<file path="src/rtl/ahb_interconnect_dfs.sv">
// AHB-Lite single-master decoder/response mux with built-in default (ERROR) slave.
// Define AHB_IC_TIMEOUT_EN to add the per-slave stall watchdog with fencing and a sticky fault flag.
module ahb_interconnect_dfs #(
    parameter int unsigned SLAVES  = 4,
    parameter int unsigned AW      = 32,
    parameter int unsigned DW      = 32,
    parameter int unsigned TIMEOUT = 64
) (
    input  logic                         s_clk_i,
    input  logic                         s_reset_i,
    input  logic [AW-1:0]                s_mhaddr_i,
    input  logic [1:0]                   s_mhtrans_i,
    input  logic [SLAVES-1:0][AW-1:0]    s_sbase_i,
    input  logic [SLAVES-1:0][AW-1:0]    s_smask_i,
    input  logic [SLAVES-1:0][DW-1:0]    s_shrdata_i,
    input  logic [SLAVES-1:0]            s_shready_i,
    input  logic [SLAVES-1:0]            s_shresp_i,
    output logic [SLAVES-1:0]            s_hsel_o,
    output logic                         s_shreadyin_o,
    output logic [DW-1:0]                s_shrdata_o,
    output logic                         s_shready_o,
    output logic                         s_shresp_o,
    output logic [SLAVES-1:0]            s_fence_o,
    output logic                         s_fault_o
);

    localparam int unsigned DselW = $clog2(SLAVES + 1);
    localparam logic [DselW-1:0] DefSel = DselW'(SLAVES);

    typedef enum logic [1:0] {StIdle, StErr1, StErr2} st_e;

    st_e               st_q;
    logic [DselW-1:0]  dsel_q;
    logic              active_q;
    logic [DselW-1:0]  dec;
    logic [SLAVES-1:0] own_oh;
    logic [SLAVES-1:0] fence;
    logic              expire;
    logic              hready;
    logic              hresp;
    logic [DW-1:0]     hrdata;
    logic              unused_trans0;

    // NONSEQ/SEQ are distinguished from IDLE/BUSY by bit 1 alone.
    assign unused_trans0 = s_mhtrans_i[0];

    // Iterate downwards so the lowest matching index is the last assignment.
    always_comb begin
        dec = DefSel;
        for (int i = int'(SLAVES) - 1; i >= 0; i--) begin
            if (((s_mhaddr_i & s_smask_i[i]) == s_sbase_i[i]) && !fence[i]) begin
                dec = DselW'(i);
            end
        end
    end

    always_comb begin
        s_hsel_o = '0;
        own_oh   = '0;
        for (int i = 0; i < int'(SLAVES); i++) begin
            s_hsel_o[i] = (dec == DselW'(i));
            own_oh[i]   = (dsel_q == DselW'(i));
        end
    end

    always_comb begin
        hrdata = '0;
        hready = 1'b1;
        hresp  = 1'b0;
        if (dsel_q == DefSel) begin
            hready = (st_q != StErr1);
            hresp  = (st_q != StIdle);
        end else if (active_q) begin
            for (int i = 0; i < int'(SLAVES); i++) begin
                if (own_oh[i]) begin
                    hrdata = s_shrdata_i[i];
                    hready = s_shready_i[i];
                    hresp  = s_shresp_i[i];
                end
            end
        end
    end

    assign s_shrdata_o   = hrdata;
    assign s_shready_o   = hready;
    assign s_shreadyin_o = hready;
    assign s_shresp_o    = hresp;

    always_ff @(posedge s_clk_i or posedge s_reset_i) begin
        if (s_reset_i) begin
            st_q     <= StIdle;
            dsel_q   <= DefSel;
            active_q <= 1'b0;
        end else if (expire) begin
            st_q   <= StErr1;
            dsel_q <= DefSel;
        end else if (hready) begin
            dsel_q   <= dec;
            active_q <= s_mhtrans_i[1];
            st_q     <= (s_mhtrans_i[1] && (dec == DefSel)) ? StErr1 : StIdle;
        end else if (st_q == StErr1) begin
            st_q <= StErr2;
        end
    end

`ifdef AHB_IC_TIMEOUT_EN
    localparam int unsigned CntW = $clog2(TIMEOUT);

    logic [CntW-1:0]   cnt_q;
    logic [SLAVES-1:0] fence_q;
    logic              fault_q;
    logic              stall;

    assign stall  = active_q && (|(own_oh & ~s_shready_i));
    assign expire = stall && (cnt_q == CntW'(TIMEOUT - 1));

    always_ff @(posedge s_clk_i or posedge s_reset_i) begin
        if (s_reset_i) begin
            cnt_q   <= '0;
            fence_q <= '0;
            fault_q <= 1'b0;
        end else if (expire) begin
            cnt_q   <= '0;
            fence_q <= fence_q | own_oh;
            fault_q <= 1'b1;
        end else if (stall) begin
            cnt_q <= cnt_q + CntW'(1);
        end else begin
            cnt_q <= '0;
        end
    end

    assign fence     = fence_q;
    assign s_fence_o = fence_q;
    assign s_fault_o = fault_q;
`else
    assign expire    = 1'b0;
    assign fence     = '0;
    assign s_fence_o = '0;
    assign s_fault_o = 1'b0;
`endif

endmodule

</file>
<file path="config.mk">
export PLATFORM = sky130hd
export DESIGN_NAME = ahb_interconnect_dfs
export DESIGN_NICKNAME = d
export VERILOG_FILES = /design/src/rtl/ahb_interconnect_dfs.sv
export SDC_FILE = /design/constraint.sdc
export NUM_CORES = 1
export LEC_CHECK = 0
export ABC_AREA = 1
export CAP_MARGIN = 15
export CORE_AREA = 2 2 185 187
export CTS_BUF_LIST = sky130_fd_sc_hd__clkbuf_8
export CTS_CLUSTER_DIAMETER = 60
export DETAILED_ROUTE_END_ITERATION = 10
export DIE_AREA = 0 0 187 189
export PLACE_DENSITY = 0.5
export SLEW_MARGIN = 40
export SYNTH_ARGS = -nofsm -noshare
export SYNTH_HDL_FRONTEND = slang
export SYNTH_SLANG_ARGS = --single-unit
</file>
<file path="constraint.sdc">
create_clock -name s_clk_i -period 2.1 [get_ports s_clk_i]
set_input_delay 0.42 -clock s_clk_i [delete_from_list [all_inputs] [get_ports s_clk_i]]
set_output_delay 0.42 -clock s_clk_i [all_outputs]
set_load 0.01 [all_outputs]
</file>
# Word level (Yosys, flattened, before mapping)
# Cells that the tools add are included.
# op_classes
addsub,0
multipliers,0
div,0
order_cmp,0
eq_ne,14
shift,0
muxes,25
n_bitwise,4
reduce_logical,5
# op_table
cell,count
$mux 32,6
$and 32x32->32,4
$eq 32x32->1,4
$mux 1,13
$eq 3x2->1 const B,4
$mux 3,4
$eq 3x1->1 const B,2
$eq 3x3->1 const B,2
$logic_not 3->1,2
$mux 2,2
$reduce_bool 2->1,2
$eq 2x1->1 const B,1
$ne 2x1->1 const B,1
$logic_and 1x1->1,1
# word_totals
register_bits,6
latchBits,0
ramBits,0
romBits,0
in_bits,428
output_inout_bits,44
wordCells,51
n_memories,0

# Depth between registers and ports, before layout
# logic_depth
depth_word,10
ltp_mapped,15
mapped_depth_nobuf,14

# Worst setup path before layout
# No wires, ideal clock.
# synth_path
path_type,reg-to-output
startpoint,reg dsel_q[2]
endpoint,out s_shrdata_o[0]
arrival_ns,1.525
setup_slack_ns,0.155
stages_incl_launch_ff,9
path_buffers,1
cell_sequence,dfstp_2 > nor2_4 > inv_2 > nor2_8 > inv_4 > clkbuf_1 > or2_0 > a21oi_1 > nor3_1
# synth_via
elab_chain_len,7
elab_cells_between_ends,11
# synth_lines
item,line_no,text
"start, declared",33,logic [DselW-1:0] dsel_q;
"start signal, assigned",92,dsel_q <= DefSel;
"start signal, assigned",96,dsel_q <= DefSel;
$logic_not 3->1,62,own_oh[i] = (dsel_q == DselW'(i));
$mux 32 (4 in series),75,if (own_oh[i]) begin
$mux 32,73,end else if (active_q) begin
$mux 32 (*),70,if (dsel_q == DefSel) begin
"end, declared",20,"output logic [DW-1:0] s_shrdata_o,"
# Every way passes the cells marked *; elsewhere a longest branch is shown, timed or not.

# Worst setup path in the final report
# layout_path
startpoint,reg dsel_q[2]
endpoint,out s_shrdata_o[5]
# Same word-level chain as after synthesis.

==> results.toml <==
[placement]
dp.cells = 1977
portBuffers = 465
place_hpwl_um = 25200
place_area_um2 = 10200
place.gp.congestion = 0.926

[worst_setup_path]
start_kind = "flip-flop"
crit_path_max_fanout = 23
required_ps = 1680
cp.arrival_ps = 1790
crit_type = "flip-flop to primary output"
r2r_start = "dsel_q[2]"
endpoint_kind = "primary output"
r2r_slack_ps = 340
r2r_end = "active_q"
reg2reg_depth = 7

[power]
leakage_nw = 5.62
switching_share_pct = 44.8
ir_worst_vdd_mv = 0.229
p_switching_mw = 1.20
pwr-share-seq_pct = 6.9
power.internal_mw = 1.48
power_frac_comb_pct = 86.7
pwr-share-clk_pct = 6.4
powerDensity_nw_per_um2 = 248

[sta]
grt_setup_unrepaired = "yes"
final_max_slew_viol_count = 0
finalHoldViolCount = 0
period_share_pct = 105
setup_tns_ps = -1270
clock_skew_ps = 0.483
period_needed_ps = 2210
whs_ps = 421
setup_violations = 27
setup_ws_ps = -108
clock.fmax_ghz = 0.453

[synth]
synth-seq-cells = 6
synthArstFlopShare_pct = 100
synthSimpleGateAreaFrac_pct = 72.4
synthesis.area_um2 = 4730
synthCells = 1042
syn_avg_cell_area_um2 = 4.54
muxShareOfSynthArea_pct = 0
synth_top_family_by_area = "simple AND/OR/NAND/NOR gates"
synth_compound_area_share_pct = 8.66
synth-xor-area-share_pct = 0.185
ys_seq_area_share_pct = 3.20
ys.flop_type = "dfrtp_1"
synthAdderAreaFrac_pct = 0
synth-edff-count = 0
yosysWarnings = 0
yosysUniqueCellTypes = 39

[min_path]
min_path_type = "primary input to asynchronous set/reset pin"

[drt]
drcViolationCount = 0
wl_um = 29200
drt-wirelength-per-cell_um = 14.3
ant_nets = 0
wl_met1_um = 11600
dr_wl_met2_um = 15200
viasPerCell = 4.09
vias = 8323
wl_met3_um = 1810
dr.pass1.iters = 4
top_layer_used = "met5"
drt_iter0_drc = 197

[layout]
drive_gt1_share_pct = 26.0
final_common_cell = "nand2_1"
fin_cells = 2034
filler_cell_count = 3829
final_nets = 2010
final_cell_mix = "nand2_1, dlygate4sd2_1, clkdlybuf4s50_1"
final_area_um2 = 10800
seq_area_um2 = 153
area_growth_pct = 129
multi_input_area_um2 = 4540

[die]
row_count = 67
pin_count = 472
fp.dieW_um = 187
placeableCoreArea_um2 = 33300
die_area_um2 = 35300
start_util_pct = 14.2
die_y_um = 189

[clocking]
cts_tree = "built"
cts.path.max_buffers = 2
cts_buffers = 3
clk_pin_slew_worst_paths_ps = 40
cts_root_buf = "clkbuf_8"
cts_max_level = 1
clk_latency_ps = 220
cts.sinks = 6

[global_route]
overflow = 0
grt_pass1_wl_um = 44100
grtUsageTotal_pct = 15.7
grt_max_degree = 27
grt_pass1_vias = 8096
antenna_found_initial = 8

[run_status]
status = "finished, violations left"
violations = "negative setup slack"

[flow_run]
maxCapViolCount = 0
==> synthesized netlist by cell type, types with 2 or more instances <==
library cell	count	share of area, %
nand2_1	458	36
nand3_1	133	14
inv_1	125	9.9
nor2_1	91	7.2
a21oi_1	34	3.6
nand3b_1	30	4.8
o21ai_0	26	2.8
nor3_1	25	2.6
or2_0	20	2.6
clkbuf_1	19	1.5
buf_2	17	1.8
nand4_1	9	1.2
or2_2	8	1.1
buf_4	7	1.1
a311oi_1	6	1.1
dfrtp_1	5	2.6
inv_2	4	0.32
inv_4	3	0.40
nand2_2	2	0.26
==> layout make-up <==
| class | count | area share [%] |
|---|---|---|
| timing repair buffer | 575 | 45.9 |
| multi-input combinational | 862 | 42.0 |
| tap | 448 | 5.19 |
| inverter | 133 | 4.83 |
| sequential | 6 | 1.41 |
| clock buffer | 3 | 0.382 |
| antenna | 5 | 0.116 |
| timing repair inverter | 1 | 0.0579 |
| clock inverter | 1 | 0.0347 |
==> per-stage QoR <==
stage	setup WS [ps]	util, %	total power, mW
3_5_place_dp	-1170	30.7	2.54
5_1_grt	-202	32.5	2.94
4_1_cts	-137	32.1	2.66
2_1_floorplan	155	-	1.08
3_3_place_gp	-1170	30.7	2.53
6_report	-108	32.5	2.68
==> worst max-delay path, cell delays in order (launching register included) <==
cell,delay [ps]
dfstp_2,590
nor2_4,60
buf_4,130
buf_12,150
buf_8,130
o21ai_0,60
nand2_1,80
a21oi_2,170
nor3_1,60
buf_2,140
==> flip-flops by register name, indices dropped and copies added, names as in the netlist <==
register	count
dsel_q	3
st_q	2
active_q	1
==> routing by layer <==
layer | vias up | track usage, %
met5 | - | 0
met4 | 6 | 2.63
met3 | 34 | 3.30
met2 | 295 | 30.3
met1 | 3639 | 17.9
li1 | 4349 | -
==> worst max path at each step <==
stage	startpoint	end
6_report	dsel_q[2]	s_shrdata_o[5]
5_1_grt	dsel_q[2]	s_shrdata_o[11]
4_1_cts	dsel_q[0]	s_shrdata_o[20]
3_5_place_dp	s_mhaddr_i[18]	s_hsel_o[0]
3_3_place_gp	s_mhaddr_i[18]	s_hsel_o[0]
2_1_floorplan	dsel_q[2]	s_shrdata_o[0]
==> cell families after synthesis <==
| family | count (synthesis) |
|---|---|
| AO/OA/AOI/OAI | 72 |
| other | 1 |
| flip-flops | 6 |
| XOR/XNOR | 1 |
| AND/OR/NAND/NOR | 784 |
| buffers and inverters | 178 |
==> power by group through the flow <==
stage               clock (mW)  sequential (mW)  combinational (mW)
floorplan                    0            0.183               0.895
global placement             0            0.185                2.34
detailed placement           0            0.187                2.36
CTS                      0.175            0.185                2.30
global route             0.189            0.189                2.56
finish                   0.172            0.185                2.33
==> repair_timing <==
item	4_1_cts	5_1_grt
gates resized for setup	735	234
hold buffers	0	0
gates cloned	1	0
endpoints found under the setup margin	43	43
pin swaps	210	177
endpoints found under the hold margin	0	0
buffers inserted	53	0
(Power assumes the default switching activity.)
